## src/rtl/dds_sine_gen_if.sv

```systemverilog
// Control and sample-stream bundle for dds_sine_gen.
// The master drives the controls and out_ready. The slave (the generator) returns the sample stream.
interface dds_sine_gen_if #(
  parameter int PHASE_W = 16,
  parameter int OUT_W   = 16
);
  logic               en;
  logic               sync;
  logic [PHASE_W-1:0] freq_word;
  logic [1:0]         atten;
  logic               out_valid;
  logic               out_ready;
  logic [OUT_W-1:0]   out_sample;

  modport master (
    output en, sync, freq_word, atten, out_ready,
    input  out_valid, out_sample
  );

  modport slave (
    input  en, sync, freq_word, atten, out_ready,
    output out_valid, out_sample
  );
endinterface

```

## src/rtl/dds_sine_gen.sv

```systemverilog
// DDS sine source: a phase accumulator feeds a quarter-wave ROM with quadrant folding.
// A two-stage valid/ready pipeline follows and produces offset-binary samples.
module dds_sine_gen #(
  parameter int PHASE_W = 16,
  parameter int LUT_AW  = 6,
  parameter int OUT_W   = 16,
  parameter int AMP     = 1000,
  parameter int OFFSET  = 1000
) (
  input logic          clk,
  input logic          rst,
  dds_sine_gen_if.slave io
);
  localparam int N      = 1 << LUT_AW;
  localparam int AMP_W  = $clog2(AMP + 1);
  localparam int STAGES = 2;
  localparam int LOW_W  = PHASE_W - 2 - LUT_AW;
  localparam logic [LUT_AW:0]  N_IDX = {1'b1, {LUT_AW{1'b0}}};
  localparam logic [OUT_W-1:0] OFF   = OUT_W'(OFFSET);

  // Quarter-wave table q(k) = round(AMP*sin(pi/2*k/N)), built with a Taylor series.
  function automatic logic [(N+1)*AMP_W-1:0] build_rom();
    logic [(N+1)*AMP_W-1:0] r;
    real x, term, s;
    int  v;
    r = '0;
    for (int k = 0; k <= N; k++) begin
      x    = 1.5707963267948966 * k / N;
      s    = 0.0;
      term = x;
      for (int n = 1; n <= 21; n += 2) begin
        s    = s + term;
        term = -term * x * x / ((n + 1) * (n + 2));
      end
      v = $rtoi(AMP * s + 0.5);
      r[k*AMP_W +: AMP_W] = AMP_W'(v);
    end
    return r;
  endfunction

  localparam logic [(N+1)*AMP_W-1:0] ROM = build_rom();

  logic [STAGES:1]    vld_pipe_q, vld_pipe_d;
  logic [PHASE_W-1:0] phase_q, phase_d;
  logic [AMP_W-1:0]   rom_q, rom_d;
  logic               neg_q, neg_d;
  logic [1:0]         atten_q, atten_d;
  logic [OUT_W-1:0]   sample_q, sample_d;

  logic               adv;
  logic [PHASE_W-1:0] cap_phase;
  logic [1:0]         quad;
  logic [LUT_AW-1:0]  k;
  logic [LUT_AW:0]    idx;
  logic [AMP_W-1:0]   rom_val;
  logic [OUT_W-1:0]   mag;
  logic [OUT_W-1:0]   result;

  assign adv       = ~vld_pipe_q[STAGES] | io.out_ready;
  assign cap_phase = io.sync ? '0 : phase_q;
  assign quad      = cap_phase[PHASE_W-1 -: 2];
  assign k         = cap_phase[PHASE_W-3 -: LUT_AW];
  // Odd quadrants read the table backwards; k=0 there lands on the peak entry N.
  assign idx       = quad[0] ? (N_IDX - {1'b0, k}) : {1'b0, k};
  assign rom_val   = ROM[idx*AMP_W +: AMP_W];
  assign mag       = OUT_W'(rom_q) >> atten_q;
  assign result    = neg_q ? (OFF - mag) : (OFF + mag);

  generate
    if (LOW_W > 0) begin : g_lo
      logic unused_lo;
      assign unused_lo = ^cap_phase[LOW_W-1:0];
    end
  endgenerate

  always_comb begin
    vld_pipe_d = vld_pipe_q;
    phase_d    = phase_q;
    rom_d      = rom_q;
    neg_d      = neg_q;
    atten_d    = atten_q;
    sample_d   = sample_q;
    if (adv) begin
      vld_pipe_d = {vld_pipe_q[STAGES-1:1], io.en};
      if (vld_pipe_q[1]) sample_d = result;
      rom_d   = rom_val;
      neg_d   = quad[1];
      atten_d = io.atten;
      if (io.sync) phase_d = io.en ? io.freq_word : '0;
      else if (io.en) phase_d = phase_q + io.freq_word;
    end
  end

  always_ff @(posedge clk) begin
    if (rst) begin
      vld_pipe_q <= '0;
      phase_q    <= '0;
      rom_q      <= '0;
      neg_q      <= 1'b0;
      atten_q    <= '0;
      sample_q   <= '0;
    end else begin
      vld_pipe_q <= vld_pipe_d;
      phase_q    <= phase_d;
      rom_q      <= rom_d;
      neg_q      <= neg_d;
      atten_q    <= atten_d;
      sample_q   <= sample_d;
    end
  end

  assign io.out_valid  = vld_pipe_q[STAGES];
  assign io.out_sample = sample_q;
endmodule

```

## src/flat_wrapper.sv

```systemverilog
// flat-port wrapper written by rule: the top's interface ports become plain ports
module dds_sine_gen_flat 
#(
  parameter int PHASE_W = 16,
  parameter int LUT_AW  = 6,
  parameter int OUT_W   = 16,
  parameter int AMP     = 1000,
  parameter int OFFSET  = 1000
)
  (clk, rst, io_en, io_sync, io_freq_word, io_atten, io_out_ready, io_out_valid, io_out_sample);
  dds_sine_gen_if #(.PHASE_W(PHASE_W), .OUT_W(OUT_W)) io_i ();
  input logic clk;
  input logic rst;
  input wire logic [$bits(io_i.en)-1:0] io_en;
  input wire logic [$bits(io_i.sync)-1:0] io_sync;
  input wire logic [$bits(io_i.freq_word)-1:0] io_freq_word;
  input wire logic [$bits(io_i.atten)-1:0] io_atten;
  input wire logic [$bits(io_i.out_ready)-1:0] io_out_ready;
  output wire logic [$bits(io_i.out_valid)-1:0] io_out_valid;
  output wire logic [$bits(io_i.out_sample)-1:0] io_out_sample;
  assign io_i.en = io_en;
  assign io_i.sync = io_sync;
  assign io_i.freq_word = io_freq_word;
  assign io_i.atten = io_atten;
  assign io_i.out_ready = io_out_ready;
  assign io_out_valid = io_i.out_valid;
  assign io_out_sample = io_i.out_sample;
  dds_sine_gen #(.PHASE_W(PHASE_W), .LUT_AW(LUT_AW), .OUT_W(OUT_W), .AMP(AMP), .OFFSET(OFFSET)) u_core (.clk(clk), .rst(rst), .io(io_i));
endmodule
```

## config.mk

```make
export PLATFORM = sky130hd
export DESIGN_NAME = dds_sine_gen_flat
export DESIGN_NICKNAME = d
export VERILOG_FILES = /design/src/rtl/dds_sine_gen_if.sv /design/src/rtl/dds_sine_gen.sv /design/src/flat_wrapper.sv
export SDC_FILE = /design/constraint.sdc
export NUM_CORES = 1
export LEC_CHECK = 0
export CORE_MARGIN = 2
export CORE_UTILIZATION = 45
export CTS_CLUSTER_DIAMETER = 30
export DETAILED_ROUTE_END_ITERATION = 12
export PLACE_DENSITY = 0.71
export REMOVE_ABC_BUFFERS = 1
export SLEW_MARGIN = 20
export SYNTH_ARGS = -nofsm -noshare
export SYNTH_HDL_FRONTEND = slang
export SYNTH_SLANG_ARGS = --single-unit
```

## constraint.sdc

```tcl
create_clock -name clk -period 9.5 [get_ports clk]
set_input_delay 0.95 -clock clk [delete_from_list [all_inputs] [get_ports clk]]
set_output_delay 0.95 -clock clk [all_outputs]
set_load 0.05 [all_outputs]
```

* Word-level counts from Yosys, hierarchy flattened *
Cells that the tools add are included.

storage, ports and cells
  bits in registers = 47
  output and inout port bits = 17
  logic and storage cells = 24

cells by class
  $add $sub $neg = 4
  $mul = 1
  shift operators = 2
  multiplexer cells = 6
  bitwise logic cells = 2
  reduce and logical (&&, ||, !) cells = 3

operators by type and width
  operator                    count
  $shiftx 650x12->10 const A  1
  $mux 16                     5
  $add 10x16->16 const A      1
  $add 16x16->16              1
  $shr 10x2->16               1
  $sub 10x16->16 const A      1
  $mul 7x3->10 const B        1
  $mux 7                      1
  $sub 7x6->7 const A         1
  $reduce_and 2->1            2
  $reduce_bool 2->1           1
  $not 1->1                   1
  $or 1x1->1                  1

* Longest topological paths before layout *
  depth after elaboration = 5
  depth in mapped cells = 16
  gate-level depth less buffers = 12

* Worst setup path before layout *
OpenSTA, ideal clock, no wires.

  path kind = input port to flip-flop
  start = input port io_sync
  end = register u_core.rom_q[7]
  library setup time = 60 ps
  arrival = 4,125 ps
  data required time = 9,440 ps
  setup slack = 5,315 ps
  stages = 14
  path buffers = 4
  cell sequence = clkbuf_1 inv_1 clkbuf_1 clkbuf_1 nand2_1 ha_1 nand2_1 a21oi_2 inv_1 ha_1 clkbuf_1 or4_1 a311oi_1 o221a_1

on the way
  longest elaborated chain between the ends = 5

ends and longest elaborated chain
  element               RTL line             text
  from (decl)           flat_wrapper.sv:15   input wire logic [$bits(io_i.sync)-1:0] io_sync;
  $mux 16 *             dds_sine_gen.sv:60   assign cap_phase = io.sync ? '0 : phase_q;
  $sub 7x6->7           dds_sine_gen.sv:64   assign idx = quad[0] ? (N_IDX - {1'b0, k}) : {1'b0, k};
  $mux 7 *              dds_sine_gen.sv:64
  $mul 7x3->10 *        dds_sine_gen.sv:65   assign rom_val = ROM[idx*AMP_W +: AMP_W];
  $shiftx 650x12->10 *  dds_sine_gen.sv:65
  to (signal assigned)  dds_sine_gen.sv:105  rom_q <= rom_d;
  to (decl)             dds_sine_gen.sv:45   logic [AMP_W-1:0] rom_q, rom_d;

Every way passes the cells marked *; elsewhere a longest branch is shown, timed or not.
A chain may end at the register's enable or synchronous reset.

* Final worst setup path *
Ends and elaborated chain as after synthesis.

==> results.cfg <==
[outcome]
status = finished, final reports clean

[clocking]
clock_sinks = 47
h-tree-depth = 2
cts_hold_buffers = 0
clk_pin_slew_ps = 100
cts.root.buffer_cell = clkbuf_8
cts_resized = 0
cts_buffers = 5
cts_tree = done
insertion_delay_ps = 320
cts_buffer_depth = 2
cts_setup_buffers = 0

[synth]
synth_compound_area_share_pct = 30.72
synth_xor_area_share_pct = 5.006
yosysTopAreaCellShare_pct = 20.80
syn_area_um2 = 4524
syn_area_per_cell_um2 = 7.604
synthCells = 595
synth_ff_type = dfxtp_1
synth_top_cells_by_area = dfxtp_1, ha_1, a21oi_1
yosys.area.top_type = dfxtp_1
ys_types = 79
ys.warnings.count = 0
ys_seq_area_share_pct = 20.80
yosys.area_share.simple_pct = 21.38
synth-edff-count = 0
synth_seq_cells = 47
synth_fa_ha_area_share_pct = 7.909
synth_top_family_by_area = compound AO/OA/AOI/OAI gates
synthArstFlopShare_pct = 0
synth_mux_area_share_pct = 8.324

[worst_setup_path]
cp.buffers_inverters = 4
cp-start-kind = input port
cpPeakStageDelay_ps = 590
crit_family = buffers and inverters
cp.required_ps = 9760
critical_path.endpoint_type = flop
critical_path_class = in -> reg
worstRegToRegCells = 9
cp.arrival_ps = 5190
worstSetupPathDepth = 12
path_cells = clkdlybuf4s50_1 > buf_4 > inv_1 > nand2_1 > ha_1 > nand2_1 > a21oi_2 > inv_1 > ha_1 > or4_1 > a311oi_1 > o221a_1
cp_max_fo = 33
cpMaxStageDelayCell = inv_1

[final_layout]
syn2layout_area_growth_pct = 11.78
nFillCells = 945
drive_gt1_share_pct = 7.096
diodes = 0
final_cell_mix = nand2_1, a21oi_1, dfxtp_1, nor2_1
multiInputGateArea_um2 = 3321
nNetsFinal = 656
final_common_cell = nand2_1
regArea_um2 = 940.9

[placed_design]
hpwlAfterDp_um = 8899
io_buffers = 39
routabilityCongestion = 0.9363

[drt]
m1WireLength_um = 5335
wl_met2_um = 5983
dr.max_layer_used = met4
wl_met3_um = 832
detail_route.wirelength_um = 12520
wl_per_cell_um = 16.95
antenna_left = 0
vias_per_cell = 6.264
vias = 4629
drc = 0
first_pass_iters = 6
drtIter0Drc = 584

[global_routing]
grt_pass1_wl_um = 20950
grt_pass1_vias = 4367
antenna_found_initial = 0
track_usage_pct = 22.80
grt_max_degree = 34
gr-total-overflow = 0

[power_and_ir_drop]
seq_power_share_pct = 34.3
p_leak_nw = 1.902
power_switching_mw = 0.2931
swShare_pct = 40.70
clock_power_share_pct = 22.3
power.density_nw_per_um2 = 142.4
comb_power_share_pct = 43.4
ir_drop_mv = 0.07262
p_int_mw = 0.4270
p_total_mw = 0.7202

[timing]
setup-tns-final_ps = 0
timing.final.crit_share_pct = 51.88
min_period_ps = 4928
setup_viol = 0
fin_hold_ws_ps = 452.2
finalHoldViolations = 0
rsz0062_at_grt = false
finClkSkew_ps = 11.21
max_freq_mhz = 202.9
slew_headroom_pct = 37.04
maxSlewViolCount = 0
worst_pin_slew_ps = 940.9

[job]
cap_violations = 0

[worst_hold_path]
hp-class = reg -> reg
hold_depth = 2

[die]
die_h_um = 104.3
core_um2 = 9774
pin_count = 40
rows = 36
dieArea_um2 = 10870
die_x_um = 104.3
start_util_pct = 46.29
-- cells by family after synthesis --
| logic type | after synthesis |
|---|---|
| compound gates | 211 |
| xor+xnor | 22 |
| fa+ha+maj | 28 |
| buf+inv | 64 |
| flops | 47 |
| mux | 27 |
| simple gates | 196 |
-- area by class of cell --
cell class,instances,area share [%]
multi-input combinational,484,65.66
sequential,47,18.60
timing repair buffer,44,8.461
tap,133,3.290
inverter,23,1.707
clock buffer,5,1.361
clock inverter,3,0.9154
-- per-layer routing --
layer  track usage, %  vias to the layer above
met3            3.133                       44
met4            8.494                        0
li1                 -                     2232
met1            29.13                     2139
met2            38.98                      214
met5                0                        -
-- Yosys cell counts (all sizes together) (16+ instances only) --
library cell  count
a211oi           18
clkbuf           25
buf              16
dfxtp            47
inv              22
nor2             45
nand2            70
xnor2            17
a21oi            64
ha               27
nand3            17
o21ai            40
-- worst register-to-register path, stage by stage, from the launching register on --
cell and delay [ps]:
dfxtp_1 720, nand2_1 330, ha_1 450, nand2_1 80, a21oi_2 380, inv_1 250
ha_1 390, or4_1 560, a311oi_1 320, o221a_1 230
-- power by group through the flow --
stage | logic [mW] | registers, mW | clock network, mW
2_1_floorplan | 0.212 | 0.259 | 0
3_3_place_gp | 0.304 | 0.250 | 0
3_5_place_dp | 0.304 | 0.252 | 0
4_1_cts | 0.306 | 0.247 | 0.167
5_1_grt | 0.342 | 0.252 | 0.172
6_report | 0.313 | 0.247 | 0.161
-- stage by stage --
| step | setup slack [ps] | utilization (%) | std cells | cell area, um^2 |
|---|---|---|---|---|
| 2_1_floorplan | 5618 | - | 554 | 4345 |
| 3_3_place_gp | 4457 | 50.54 | 731 | 4940 |
| 3_5_place_dp | 4326 | 50.54 | 731 | 4940 |
| 4_1_cts | 4653 | 51.72 | 739 | 5055 |
| 5_1_grt | 4303 | 51.74 | 739 | 5057 |
| 6_report | 4572 | 51.74 | 739 | 5057 |
-- path summary, 6_finish.rpt --
| check | startpoint | endpoint | slack [ps] |
|---|---|---|---|
| hold / removal | u_core.io.out_sample[6] | u_core.io.out_sample[6] | 450 |
| setup reg to reg | u_core.phase_q[8] | u_core.rom_q[7] | 5740 |
| setup / recovery | io_sync | u_core.rom_q[7] | 4570 |
| hold reg to reg | u_core.io.out_sample[6] | u_core.io.out_sample[6] | 450 |
-- state kept, by name (all words and copies together), names as in the netlist --
name / flops
u_core.atten_q: 2
u_core.io.out_sample: 16
u_core.neg_q: 1
u_core.phase_q: 16
u_core.rom_q: 10
u_core.vld_pipe_q: 2
Note: power is estimated with default switching activity, not from simulation.
